===== config.mk =====
export PLATFORM = sky130hd
export DESIGN_NAME = audio_out_stage
export DESIGN_NICKNAME = d
export VERILOG_FILES = /design/src/rtl/audio_out_stage.sv
export SDC_FILE = /design/constraint.sdc
export NUM_CORES = 1
export LEC_CHECK = 0
export BUFFER_PORTS_ARGS = -buffer_cell sky130_fd_sc_hd__buf_2
export CAP_MARGIN = 20
export CORE_ASPECT_RATIO = 0.75
export CORE_MARGIN = 2
export CORE_UTILIZATION = 55
export CTS_BUF_LIST = sky130_fd_sc_hd__clkbuf_4
export CTS_CLUSTER_DIAMETER = 100
export DETAILED_ROUTE_END_ITERATION = 10
export PLACE_DENSITY = 0.72
export SETUP_SLACK_MARGIN = 0.15
export SYNTH_ARGS = -nofsm -noshare
export SYNTH_HDL_FRONTEND = slang
export SYNTH_SLANG_ARGS = --single-unit

===== constraint.sdc =====
create_clock -name clk -period 17.15 [get_ports clk]
set_clock_uncertainty 0.05 [all_clocks]
set_input_delay 3.43 -clock clk [delete_from_list [all_inputs] [get_ports clk]]
set_output_delay 3.43 -clock clk [all_outputs]
set_load 0.05 [all_outputs]

===== src/rtl/audio_out_stage.sv =====
// Final audio output stage: fractional-rate decimation, DC-blocking high-pass,
// saturating volume/mute and a valid/ready output register with sticky overrun.
module audio_out_stage #(
  parameter int IW        = 16,
  parameter int CLK_HZ    = 53693136,
  parameter int OUT_HZ    = 48000,
  parameter int DCB_SHIFT = 10
) (
  input  logic                 clk,
  input  logic                 reset,
  input  logic signed [IW-1:0] snd_l_in,
  input  logic signed [IW-1:0] snd_r_in,
  input  logic        [7:0]    gain,
  input  logic                 mute,
  output logic signed [IW-1:0] out_l,
  output logic signed [IW-1:0] out_r,
  output logic                 out_valid,
  input  logic                 out_ready,
  output logic                 overrun
);

  localparam int AW = $clog2(CLK_HZ) + 1;   // phase accumulator
  localparam int DW = IW + 1;               // input difference
  localparam int YW = IW + 2;               // DC-blocker output
  localparam int SW = YW + DCB_SHIFT;       // DC-blocker state
  localparam int PW = YW + 9;               // full gain product

  localparam logic signed [PW-1:0] P_MAX = {{(PW-IW+1){1'b0}}, {(IW-1){1'b1}}};
  localparam logic signed [PW-1:0] P_MIN = {{(PW-IW+1){1'b1}}, {(IW-1){1'b0}}};

  // ---------------------------------------------------------------- phase
  logic [AW-1:0] acc;
  logic [AW-1:0] acc_sum;
  logic          tick;

  // acc < CLK_HZ and OUT_HZ < CLK_HZ, so the sum never exceeds AW bits.
  assign acc_sum = acc + AW'(OUT_HZ);
  assign tick    = (acc_sum >= AW'(CLK_HZ));

  // NOTE: sequential state uses non-blocking (<=) so every flop samples pre-edge values.
  always_ff @(posedge clk) begin
    if (reset)     acc <= '0;
    else if (tick) acc <= acc_sum - AW'(CLK_HZ);
    else           acc <= acc_sum;
  end

  // ---------------------------------------------------------------- datapath
  logic                 cap_valid;
  logic                 y_valid;
  logic                 mute_q;
  logic signed [IW-1:0] x_q      [2];
  logic signed [IW-1:0] x_prev   [2];
  logic signed [SW-1:0] s_q      [2];
  logic signed [YW-1:0] y_q      [2];

  logic signed [SW-1:0] diff_ext [2];
  logic signed [SW-1:0] s_next   [2];
  logic signed [YW-1:0] y_next   [2];
  logic signed [8:0]    gain_s;
  logic signed [PW-1:0] prod     [2];
  logic signed [PW-1:0] prod_sh  [2];
  logic signed [IW-1:0] p        [2];

  assign gain_s = {1'b0, gain};

  // NOTE: every always_comb output gets a default first, so no path can infer a latch.
  always_comb begin
    for (int ch = 0; ch < 2; ch++) begin
      diff_ext[ch] = '0;
      s_next[ch]   = '0;
      y_next[ch]   = '0;
      prod[ch]     = '0;
      prod_sh[ch]  = '0;
      p[ch]        = '0;

      diff_ext[ch] = SW'(DW'(x_q[ch]) - DW'(x_prev[ch]));
      s_next[ch]   = s_q[ch] + (diff_ext[ch] <<< DCB_SHIFT) - (s_q[ch] >>> DCB_SHIFT);
      // The state's integer part is exactly YW bits wide, so this slice is already saturated.
      y_next[ch]   = s_next[ch][SW-1:DCB_SHIFT];

      prod[ch]     = PW'(y_q[ch]) * PW'(gain_s);
      prod_sh[ch]  = prod[ch] >>> 6;
      if (mute_q)                  p[ch] = '0;
      else if (prod_sh[ch] > P_MAX) p[ch] = P_MAX[IW-1:0];
      else if (prod_sh[ch] < P_MIN) p[ch] = P_MIN[IW-1:0];
      else                         p[ch] = prod_sh[ch][IW-1:0];
    end
  end

  always_ff @(posedge clk) begin
    if (reset) begin
      cap_valid <= 1'b0;
      y_valid   <= 1'b0;
      mute_q    <= 1'b0;
      for (int ch = 0; ch < 2; ch++) begin
        x_q[ch]    <= '0;
        x_prev[ch] <= '0;
        s_q[ch]    <= '0;
        y_q[ch]    <= '0;
      end
    end else begin
      cap_valid <= tick;
      y_valid   <= cap_valid;
      if (tick) begin
        x_q[0] <= snd_l_in;
        x_q[1] <= snd_r_in;
      end
      // Filter state advances once per captured sample, muted or not.
      if (cap_valid) begin
        mute_q <= mute;
        for (int ch = 0; ch < 2; ch++) begin
          s_q[ch]    <= s_next[ch];
          x_prev[ch] <= x_q[ch];
          y_q[ch]    <= y_next[ch];
        end
      end
    end
  end

  // ---------------------------------------------------------------- output
  always_ff @(posedge clk) begin
    if (reset) begin
      out_l     <= '0;
      out_r     <= '0;
      out_valid <= 1'b0;
      overrun   <= 1'b0;
    end else if (y_valid) begin
      out_l     <= p[0];
      out_r     <= p[1];
      out_valid <= 1'b1;
      if (out_valid && !out_ready) overrun <= 1'b1;
    end else if (out_valid && out_ready) begin
      out_valid <= 1'b0;
    end
  end

endmodule


==> run metrics, run 1 <==
flops & latches, synth=180; async set or reset register ratio after synthesis=0; clock root buffer=sky130_fd_sc_hd__clkbuf_4; Net Sw Frac=0.4476; number of filler instances in the final layout=3357; layout overhead on the synthesized area=5.630%; Initial DRC Count=1106; Post-Synthesis Cells=2328; number of flops mapped to enable cells by yosys=120; Final Hold Fails=0; fraction of layout instances using a drive strength above 1=0.06350; endpoints failing setup=0; P_leak=10.98 nW; post-cts hold buffer count=0; switching power of the nets=0.8503 mW; largest voltage drop on the vdd net=0.05021 mV; gate family responsible for the most delay along the worst path=adder cells; number of vias after detailed routing=15750; number of setup buffers added after CTS=0; sequential-to-total area share from yosys stat=0.2202; clock period minus worst slack=8.756 ns; Final Cycle Share=0.5106; Vert. Die Dim=176.5 um; first-pass GRT wire length=77790 um; data arrival at the endpoint of the critical path=9.31 ns; syn_nets=2846; result of the run=finished clean; first-pass iteration count of the detailed router=8; aggregate global-route resource usage=0.2380; vias in the first global route=15540; number of antenna violations at the first check in global routing=1; DRC viols=0; Yosys cell types=82; Fmax achieved=114.2 MHz; RSZ-0062 raised after global routing=no; count of H-tree levels built during CTS=4; Most common cell on crit path=sky130_fd_sc_hd__fa_1; clock network latency to the later pin of the worst-skew pair=0.69 ns; Required @ worst endpoint=17.71 ns; area of the core=39330 um^2; number of warnings reported in the yosys synthesis log=0; Avg Inst Size Synth=9.374 um^2; detailed-route vias per instance=5.432; global placer's final weighted congestion=0.8882; clk sink count=180; Die Outline Area=41310 um^2; routed length per instance=16.19 um; remaining antenna violation count=0; Max stage delay on crit path=0.58 ns; Fin Setup TNS=0 ns; critical path start-end classification=input port to flop; CP Cell Sequence=buf_2 -> nand2_1 -> fa_1 -> inv_1 -> fa_1 -> fa_1 -> inv_1 -> fa_1 -> inv_1 -> ha_1 -> a21oi_1 -> o21ai_0 -> a22o_1 -> a311oi_4 -> nor2_1 -> nor4_1 -> a311oi_2 -> a41oi_1 -> nor2b_2 -> a221o_1; Post-Synthesis Cell Area=21820 um^2; Gate power share=0.576; maximum number of pins on one net before global-route repair=80; Slowest-stage cell, CP=sky130_fd_sc_hd__fa_1; total of max-cap violations=0; maximum fanout encountered on the critical timing path=36; Slew Limit Headroom=0.3055; final wirelength=46940 um; Final Max Tran Viols=0; Int Power=1.050 mW; share of power burned in registers=0.265; worst path buffer plus inverter count=4; most used flip-flop cell after synthesis=sky130_fd_sc_hd__edfxtp_1; clock input transition at the sequential cells of the worst setup and hold paths=0.16 ns; initial cell density of the core=0.5548; number of buffers created by CTS=17; Crit. End Element=flop; CTS resizes=0; sum of overflow across all layers after global routing=0; slew of the pin with the lowest slew margin=1.042 ns; nets=2883; placement row count=63; Min Hold Slack=0.4061 ns; Bufs on Longest Clock Path=2; total power divided by cell area=82.42 nW/um^2; post-DP HPWL=36710 um; Top-Level Pins=78; clock network fraction of design power=0.159; Min-Delay Path Class=flop to flop; # port buffers=77; Setup crit start kind=input port; horizontal extent of the die=234.0 um; TritonCTS clock tree=done
## layout by cell type, fill, tap and decap left out, types with 50 or more instances in the layout
| cell | netlist | final |
|---|---|---|
| sky130_fd_sc_hd__buf_2 | 6 | 77 |
| sky130_fd_sc_hd__nor2_1 | 150 | 149 |
| sky130_fd_sc_hd__ha_1 | 210 | 210 |
| sky130_fd_sc_hd__edfxtp_1 | 120 | 120 |
| sky130_fd_sc_hd__xor2_1 | 50 | 50 |
| sky130_fd_sc_hd__nand2_1 | 168 | 168 |
| sky130_fd_sc_hd__inv_1 | 413 | 413 |
| sky130_fd_sc_hd__o21ai_0 | 50 | 50 |
| sky130_fd_sc_hd__a21oi_1 | 94 | 94 |
| sky130_fd_sc_hd__xnor2_1 | 89 | 89 |
| sky130_fd_sc_hd__dfxtp_1 | 60 | 60 |
| sky130_fd_sc_hd__and2_1 | 233 | 233 |
| sky130_fd_sc_hd__fa_1 | 264 | 264 |
## kinds of logic after synthesis
kind of cell             Yosys count  synth area share
AO/OA/AOI/OAI                    330            0.1065
XOR/XNOR                         141           0.05728
buffers and inverters            485           0.08411
AND/OR/NAND/NOR                  717            0.1689
adder cells (fa/ha/maj)          474            0.3626
flip-flops                       180            0.2202
multiplexers                       1         0.0004587
## sequential cells by signal (all words and copies together) (netlist names)
name       flops
s_q           56
x_prev        32
x_q           32
acc           23
out_l         16
out_r         16
cap_valid      1
mute_q         1
out_valid      1
overrun        1
y_valid        1
## layer usage
| layer | track usage | routed length, um | up-vias |
|---|---|---|---|
| met5 | 0 | 0 | - |
| met4 | 0.04299 | 534 | 0 |
| met3 | 0.04490 | 2823 | 44 |
| met2 | 0.3503 | 19650 | 422 |
| met1 | 0.3672 | 23940 | 7661 |
| li1 | - | - | 7620 |
## power groups by stage
stage	Combinational, mW	Clock, mW	Sequential (mW)
detailed placement	1.08	0	0.512
global route	1.24	0.325	0.506
finish	1.10	0.302	0.503
global placement	1.05	0	0.511
floorplan	0.867	0	0.501
CTS	1.09	0.308	0.503
## layout make-up
class                           instances  area (um^2)  share of cell area
Multi-Input combinational cell       1663        15190              0.6590
Inverter                              415         1558             0.06757
Clock inverter                         15        235.2             0.01020
Timing Repair Buffer                   88        483.0             0.02095
Tap cell                              520        650.6             0.02822
Antenna cell                            1        2.502           0.0001086
Sequential cell                       180         4805              0.2084
Clock buffer                           17        127.6            0.005536
## cell usage after synthesis, types with 5 or more instances
| cell | n | area, um^2 |
|---|---|---|
| sky130_fd_sc_hd__dfxtp_1 | 60 | 1201 |
| sky130_fd_sc_hd__and3_1 | 11 | 68.82 |
| sky130_fd_sc_hd__o211ai_1 | 8 | 60.06 |
| sky130_fd_sc_hd__nand3_1 | 20 | 100.1 |
| sky130_fd_sc_hd__or3_1 | 14 | 87.58 |
| sky130_fd_sc_hd__o21ai_0 | 50 | 250.2 |
| sky130_fd_sc_hd__a221o_1 | 29 | 290.3 |
| sky130_fd_sc_hd__o21ai_1 | 5 | 25.02 |
| sky130_fd_sc_hd__nor2b_1 | 23 | 143.9 |
| sky130_fd_sc_hd__inv_1 | 413 | 1550 |
| sky130_fd_sc_hd__nor3_1 | 40 | 200.2 |
| sky130_fd_sc_hd__xor2_1 | 50 | 437.9 |
| sky130_fd_sc_hd__o21bai_1 | 13 | 97.59 |
| sky130_fd_sc_hd__xnor2_1 | 89 | 779.5 |
| sky130_fd_sc_hd__ha_1 | 210 | 2628 |
| sky130_fd_sc_hd__nor4_1 | 10 | 62.56 |
| sky130_fd_sc_hd__buf_2 | 6 | 30.03 |
| sky130_fd_sc_hd__nand4_1 | 6 | 37.54 |
| sky130_fd_sc_hd__nor2_1 | 150 | 563.0 |
| sky130_fd_sc_hd__a21o_1 | 31 | 232.7 |
| sky130_fd_sc_hd__o21a_1 | 12 | 90.09 |
| sky130_fd_sc_hd__nand2_1 | 168 | 630.6 |
| sky130_fd_sc_hd__o31a_1 | 5 | 43.79 |
| sky130_fd_sc_hd__fa_1 | 264 | 5285 |
| sky130_fd_sc_hd__o31ai_1 | 5 | 37.54 |
| sky130_fd_sc_hd__nand2b_1 | 15 | 93.84 |
| sky130_fd_sc_hd__a21oi_1 | 94 | 470.5 |
| sky130_fd_sc_hd__a211oi_1 | 14 | 105.1 |
| sky130_fd_sc_hd__and2_1 | 233 | 1458 |
| sky130_fd_sc_hd__a31oi_1 | 9 | 56.30 |
| sky130_fd_sc_hd__clkbuf_1 | 61 | 229.0 |
| sky130_fd_sc_hd__edfxtp_1 | 120 | 3603 |
## tightest hold or removal path, delay by kind of cell, from the launching register on
kind / cells / cell delay, ns
AO/OA/AOI/OAI: 1 / 0.05
flip-flops: 1 / 0.34
AND/OR/NAND/NOR: 1 / 0.05
## per-stage QoR
stage            util  worst slack [ns]  std cells  total power [mW]  area [um^2]
5_1_grt        0.5861             8.086       2899             2.067        23050
6_report       0.5861             8.394       2899             1.900        23050
3_5_place_dp   0.5758             7.600       2863             1.594        22650
2_1_floorplan       -             8.223       2328             1.368        21820
3_3_place_gp   0.5758             7.777       2863             1.559        22650
4_1_cts        0.5850             8.314       2895             1.900        23010
## worst paths after layout
check | startpoint | end | slack (ns) | cells after the start
worst min register to register | out_r[11]$_SDFFE_PP0P_ | out_r[11]$_SDFFE_PP0P_ | 0.41 | 2
worst max register to register | s_q[0][48]$_SDFFCE_PN0P_ | out_r[1]$_SDFFE_PP0P_ | 10.98 | 18
worst max-delay path | gain[2] | out_r[1]$_SDFFE_PP0P_ | 8.39 | 20
worst min-delay path | out_r[11]$_SDFFE_PP0P_ | out_r[11]$_SDFFE_PP0P_ | 0.41 | 2
Power figures use the tool's default switching activity.
==> inputs of run 2 (changes only) <==
==> constraint.sdc (replaced) <==
create_clock -name clk -period 8.6 [get_ports clk]
set_clock_uncertainty 0.05 [all_clocks]
set_input_delay 1.72 -clock clk [delete_from_list [all_inputs] [get_ports clk]]
set_output_delay 1.72 -clock clk [all_outputs]
set_load 0.05 [all_outputs]
==> run metrics, run 2 (same netlist as run 1, synthesis figures left out) <==
switching power of the nets=1.671 mW (was 0.8503 mW); clock period minus worst slack=7.202 ns; endpoints failing setup=0 (unchanged); Top-Level Pins=78 (unchanged); Required @ worst endpoint=9.20 ns (was 17.71 ns); critical path start-end classification=input port to flop (unchanged); first-pass iteration count of the detailed router=5 (was 8); fraction of layout instances using a drive strength above 1=0.06310 (was 0.06350); aggregate global-route resource usage=0.2402 (was 0.2380); P_leak=10.94 nW (was 10.98 nW); clock input transition at the sequential cells of the worst setup and hold paths=0.19 ns (was 0.16 ns); maximum fanout encountered on the critical timing path=36 (unchanged); data arrival at the endpoint of the critical path=7.81 ns (was 9.31 ns); count of H-tree levels built during CTS=4 (unchanged); horizontal extent of the die=234.0 um (unchanged); Reg with most FFs=s_q (unchanged); slew of the pin with the lowest slew margin=1.062 ns (was 1.042 ns); CTS resizes=0 (unchanged); detailed-route vias per instance=5.458 (was 5.432); first-pass GRT wire length=78820 um (was 77790 um); Final Cycle Share=0.8374; Min-Delay Path Class=flop to flop (unchanged); Bufs on Longest Clock Path=2 (unchanged); Worst Slack Setup Final=1.398 ns (was 8.394 ns); RSZ-0062 raised after global routing=no (unchanged); layout overhead on the synthesized area=5.475% (was 5.630%); number of filler instances in the final layout=3401 (was 3357); largest voltage drop on the vdd net=0.08893 mV (was 0.05021 mV); clock network latency to the later pin of the worst-skew pair=0.69 ns (about the same); global placer's final weighted congestion=0.8975 (was 0.8882); number of buffers created by CTS=17 (unchanged); initial cell density of the core=0.5548 (unchanged); share of power burned in registers=0.269 (was 0.265); total power divided by cell area=162.0 nW/um^2 (was 82.42 nW/um^2); Vert. Die Dim=176.5 um (unchanged); number of setup buffers added after CTS=0 (unchanged); Die Outline Area=41310 um^2 (unchanged); Final Hold Fails=0 (unchanged); routed length per instance=16.34 um (was 16.19 um); Crit. End Element=flop (unchanged); total of max-cap violations=0 (unchanged); area occupied by registers=4805 um^2 (unchanged); Setup crit start kind=input port (unchanged); Int Power=2.058 mW (was 1.050 mW); Net Sw Frac=0.4482 (was 0.4476); Final Max Tran Viols=0 (unchanged); placement row count=63 (unchanged); sum of overflow across all layers after global routing=0 (unchanged); vias in the first global route=15720 (was 15540); biggest regs=s_q: 56 flops, x_prev: 32 flops, x_q: 32 flops (unchanged); maximum number of pins on one net before global-route repair=89 (was 80); Gate power share=0.586 (was 0.576); remaining antenna violation count=0 (unchanged); most frequent standard cell in the layout excluding fill and tap cells=sky130_fd_sc_hd__inv_1 (unchanged); multi-input gate area in the final layout=15190 um^2 (unchanged); clk sink count=180 (unchanged); Post-Place Worst Slack=0.7460 ns (was 7.600 ns); worst setup slack for register-to-register paths=2.33 ns (was 10.98 ns); post-cts hold buffer count=0 (unchanged); result of the run=finished clean (unchanged); TritonCTS clock tree=done (unchanged); number of vias after detailed routing=15820 (was 15750); clock root buffer=sky130_fd_sc_hd__clkbuf_4 (unchanged); Initial DRC Count=1121 (was 1106); Fmax achieved=138.9 MHz; commonest cells after routing, fill and taps aside=sky130_fd_sc_hd__inv_1 (413), sky130_fd_sc_hd__fa_1 (264), sky130_fd_sc_hd__and2_1 (233), sky130_fd_sc_hd__ha_1 (210), sky130_fd_sc_hd__nand2_1 (168) (unchanged); DRC viols=0 (unchanged); area of the core=39330 um^2 (unchanged); final core utilization=0.5852 (was 0.5861); number of antenna violations at the first check in global routing=2 (was 1); post-DP HPWL=37050 um (was 36710 um); Slew Limit Headroom=0.2918 (was 0.3055); number of flip-flops under the largest register name=56 (unchanged); final wirelength=47360 um (was 46940 um); # port buffers=77 (unchanged); clock network fraction of design power=0.145 (was 0.159); nets=2882 (was 2883); Fin Setup TNS=0 ns (unchanged)
run 2: through the flow:
step                      area (um^2)  hold slack, ns  std cells  power (mW)
after detailed placement        22640          0.3953       2862       3.178
after global placement          22640          0.3920       2862       3.112
final                           23020          0.4086       2899       3.729
after CTS                       22960          0.4146       2894       3.737
after floorplan                 21820          0.4111       2328       2.728
after global routing            23020          0.4501       2899       4.066
run 2: critical path, stage by stage:
cell and delay (ns):
sky130_fd_sc_hd__buf_2 0.55, sky130_fd_sc_hd__nand2_1 0.18, sky130_fd_sc_hd__fa_1 0.57, sky130_fd_sc_hd__inv_1 0.05
sky130_fd_sc_hd__fa_1 0.49, sky130_fd_sc_hd__inv_1 0.05, sky130_fd_sc_hd__fa_1 0.46, sky130_fd_sc_hd__fa_1 0.55
sky130_fd_sc_hd__inv_1 0.05, sky130_fd_sc_hd__ha_1 0.20, sky130_fd_sc_hd__nor3_1 0.27, sky130_fd_sc_hd__o41ai_2 0.16
sky130_fd_sc_hd__a41o_1 0.32, sky130_fd_sc_hd__a22o_1 0.20, sky130_fd_sc_hd__a21oi_1 0.30, sky130_fd_sc_hd__a21oi_2 0.13
sky130_fd_sc_hd__nor4_1 0.24, sky130_fd_sc_hd__a311oi_2 0.12, sky130_fd_sc_hd__a21oi_1 0.85, sky130_fd_sc_hd__a221o_1 0.28
run 2: final timing paths:
path,depth (start not counted),to,startpoint
worst max register to register,18,out_r[4]$_SDFFE_PP0P_,s_q[0][48]$_SDFFCE_PN0P_
worst min-delay path,2,out_r[10]$_SDFFE_PP0P_,out_r[10]$_SDFFE_PP0P_
worst min register to register,2,out_r[10]$_SDFFE_PP0P_,out_r[10]$_SDFFE_PP0P_
worst max-delay path,20,out_l[13]$_SDFFE_PP0P_,gain[2]
run 2: final cells by class:
class	instances	share of cell area
Multi-Input combinational cell	1663	0.6599
Sequential cell	180	0.2087
Inverter	415	0.06767
Tap cell	520	0.02827
Timing Repair Buffer	87	0.02153
Clock inverter	15	0.008099
Clock buffer	17	0.005544
Antenna cell	2	0.0002174
run 2: power groups by stage:
stage          sequential [mW]  combinational (mW)  clock, mW
6_report                  1.00                2.19      0.541
4_1_cts                   1.00                2.17      0.560
3_3_place_gp              1.02                2.09          0
2_1_floorplan            0.999                1.73          0
3_5_place_dp              1.02                2.16          0
5_1_grt                   1.01                2.47      0.589
run 2: per-layer routing:
metal,global-route usage,share of wire
met5,0,0
met4,0.04140,0.0089
met3,0.04732,0.067
met2,0.3575,0.43
met1,0.3665,0.50
==> inputs of run 3 (changes only) <==
==> constraint.sdc (replaced) <==
create_clock -name clk -period 7.17 [get_ports clk]
set_clock_uncertainty 0.05 [all_clocks]
set_input_delay 1.434 -clock clk [delete_from_list [all_inputs] [get_ports clk]]
set_output_delay 1.434 -clock clk [all_outputs]
set_load 0.05 [all_outputs]
==> run metrics, run 3 (same netlist as run 1, synthesis figures left out) <==
result of the run=finished clean (unchanged); count of H-tree levels built during CTS=4 (unchanged); Max stage delay on crit path=0.85 ns (about the same); number of setup buffers added after CTS=0 (unchanged); area of the core=39330 um^2 (unchanged); TritonCTS clock tree=done (unchanged); Final Hold Fails=0 (unchanged); slew of the pin with the lowest slew margin=1.055 ns (was 1.062 ns); Die Outline Area=41310 um^2 (unchanged); number of buffers created by CTS=17 (unchanged); # port buffers=77 (unchanged); clock period minus worst slack=6.611 ns; Required @ worst endpoint=7.78 ns (was 9.20 ns); largest voltage drop on the vdd net=0.1123 mV (was 0.08893 mV); Fmax achieved=151.3 MHz; clock network latency to the later pin of the worst-skew pair=0.72 ns (was 0.69 ns); P_leak=11.08 nW (was 10.94 nW); placement row count=63 (unchanged); first-pass iteration count of the detailed router=5 (unchanged); commonest cells after routing, fill and taps aside=sky130_fd_sc_hd__inv_1 (413), sky130_fd_sc_hd__fa_1 (264), sky130_fd_sc_hd__and2_1 (233), sky130_fd_sc_hd__ha_1 (210), sky130_fd_sc_hd__nand2_1 (168) (unchanged); area occupied by registers=4805 um^2 (unchanged); aggregate global-route resource usage=0.2379 (was 0.2402); most frequent standard cell in the layout excluding fill and tap cells=sky130_fd_sc_hd__inv_1 (unchanged); clock input transition at the sequential cells of the worst setup and hold paths=0.17 ns (was 0.19 ns); final wirelength=46740 um (was 47360 um); Final Max Tran Viols=0 (unchanged); Top-Level Pins=78 (unchanged); share of power burned in registers=0.265 (was 0.269); switching power of the nets=2.027 mW (was 1.671 mW); clock root buffer=sky130_fd_sc_hd__clkbuf_4 (unchanged); clk sink count=180 (unchanged); sum of overflow across all layers after global routing=0 (unchanged); Slew Limit Headroom=0.2967 (was 0.2918); Gate power share=0.590 (was 0.586); number of antenna violations at the first check in global routing=2 (unchanged); maximum number of pins on one net before global-route repair=57 (was 89); Min-Delay Path Class=flop to flop (unchanged); number of vias after detailed routing=15680 (was 15820); Int Power=2.514 mW (was 2.058 mW); data arrival at the endpoint of the critical path=7.22 ns (was 7.81 ns); detailed-route vias per instance=5.354 (was 5.458); multi-input gate area in the final layout=15190 um^2 (unchanged); first-pass GRT wire length=78060 um (was 78820 um); Bufs on Longest Clock Path=2 (unchanged); post-DP HPWL=37400 um (was 37050 um); Reg with most FFs=s_q (unchanged); Slowest-stage cell, CP=sky130_fd_sc_hd__a21oi_1 (unchanged); remaining antenna violation count=0 (unchanged); Crit. End Element=flop (unchanged); Setup crit start kind=input port (unchanged); Most common cell on crit path=sky130_fd_sc_hd__fa_1 (unchanged); number of flip-flops under the largest register name=56 (unchanged); biggest regs=s_q: 56 flops, x_prev: 32 flops, x_q: 32 flops (unchanged); number of filler instances in the final layout=3359 (was 3401); post-placement cell count=2891 (was 2862); Net Sw Frac=0.4465 (was 0.4482); critical path start-end classification=input port to flop (unchanged); RSZ-0062 raised after global routing=no (unchanged); post-cts hold buffer count=0 (unchanged); fraction of layout instances using a drive strength above 1=0.07360 (was 0.06310); Finished Layout Cells=2929 (was 2899); total chip power=4.541 mW (was 3.729 mW); total power divided by cell area=195.5 nW/um^2 (was 162.0 nW/um^2); global placer's final weighted congestion=0.9002 (was 0.8975); nets=2910 (was 2882); layout overhead on the synthesized area=6.456% (was 5.475%); clock network fraction of design power=0.145 (about the same); Initial DRC Count=1203 (was 1121); Vert. Die Dim=176.5 um (unchanged); endpoints failing setup=0 (unchanged); CTS resizes=0 (unchanged); worst setup slack for register-to-register paths=0.94 ns (was 2.33 ns); Fin Setup TNS=0 ns (unchanged); DRC viols=0 (unchanged); Final Cycle Share=0.9220; maximum fanout encountered on the critical timing path=15 (was 36); CP Cell Sequence=buf_2 -> buf_4 -> nand2_1 -> fa_1 -> inv_1 -> fa_1 -> fa_1 -> inv_1 -> fa_1 -> inv_1 -> ha_1 -> a21oi_1 -> o211a_1 -> o21bai_1 -> a221oi_2 -> o21ai_1 -> a31oi_1 -> xnor2_1 -> nand4_1 -> a21oi_1 -> a221o_1 (was buf_2 -> nand2_1 -> fa_1 -> inv_1 -> fa_1 -> inv_1 -> fa_1 -> fa_1 -> inv_1 -> ha_1 -> nor3_1 -> o41ai_2 -> a41o_1 -> a22o_1 -> a21oi_1 -> a21oi_2 -> nor4_1 -> a311oi_2 -> a21oi_1 -> a221o_1); vias in the first global route=15700 (was 15720); total of max-cap violations=0 (unchanged); initial cell density of the core=0.5548 (unchanged); routed length per instance=15.96 um (was 16.34 um); horizontal extent of the die=234.0 um (unchanged)
## run 3: final timing paths
| check | from | end | cells past startpoint |
|---|---|---|---|
| setup / recovery | gain[2] | out_l[5]$_SDFFE_PP0P_ | 21 |
| hold / removal | out_r[11]$_SDFFE_PP0P_ | out_r[11]$_SDFFE_PP0P_ | 2 |
| setup reg to reg | s_q[0][15]$_SDFFCE_PN0P_ | out_l[5]$_SDFFE_PP0P_ | 19 |
| hold reg to reg | out_r[11]$_SDFFE_PP0P_ | out_r[11]$_SDFFE_PP0P_ | 2 |
## run 3: area by class of cell
class / count / share of cell area
Multi-Input combinational cell: 1663 / 0.6539
Sequential cell: 180 / 0.2068
Inverter: 415 / 0.06705
Timing Repair Buffer: 115 / 0.03005
Tap cell: 520 / 0.02801
Clock inverter: 15 / 0.008294
Clock buffer: 17 / 0.005493
Antenna cell: 4 / 0.0004308
## run 3: worst max-delay path, delay by kind of cell
family | cells | cell delay (ns)
and+or+nand+nor | 2 | 0.21
xor gates and xnor gates | 1 | 0.17
adders and majority gates | 5 | 2.28
AOI/OAI and AO/OA | 8 | 2.42
buffers and inverters | 5 | 0.68
## run 3: through the flow
step                hold WS (ns)  worst slack, ns  area (um^2)    util
floorplan                 0.4111           0.2394        21820       -
global placement          0.3961          0.06270        22870  0.5815
detailed placement        0.3904         -0.09163        22870  0.5815
CTS                       0.4090           0.6859        23190  0.5896
global route              0.4351           0.2647        23230  0.5906
finish                    0.4044           0.5594        23230  0.5906
## run 3: layer usage
| metal | GRT usage | up-vias | wire (um) |
|---|---|---|---|
| met5 | 0 | - | 0 |
| met4 | 0.05090 | 0 | 566 |
| met3 | 0.05039 | 37 | 3334 |
| met2 | 0.3432 | 458 | 19310 |
| met1 | 0.3662 | 7514 | 23530 |
| li1 | - | 7673 | - |
## run 3: power by group through the flow
stage	clock (mW)	combinational, mW	sequential (mW)
final	0.659	2.68	1.20
after global routing	0.719	3.02	1.21
after CTS	0.678	2.67	1.20
after detailed placement	0	2.65	1.22
after global placement	0	2.57	1.22
after floorplan	0	2.07	1.20
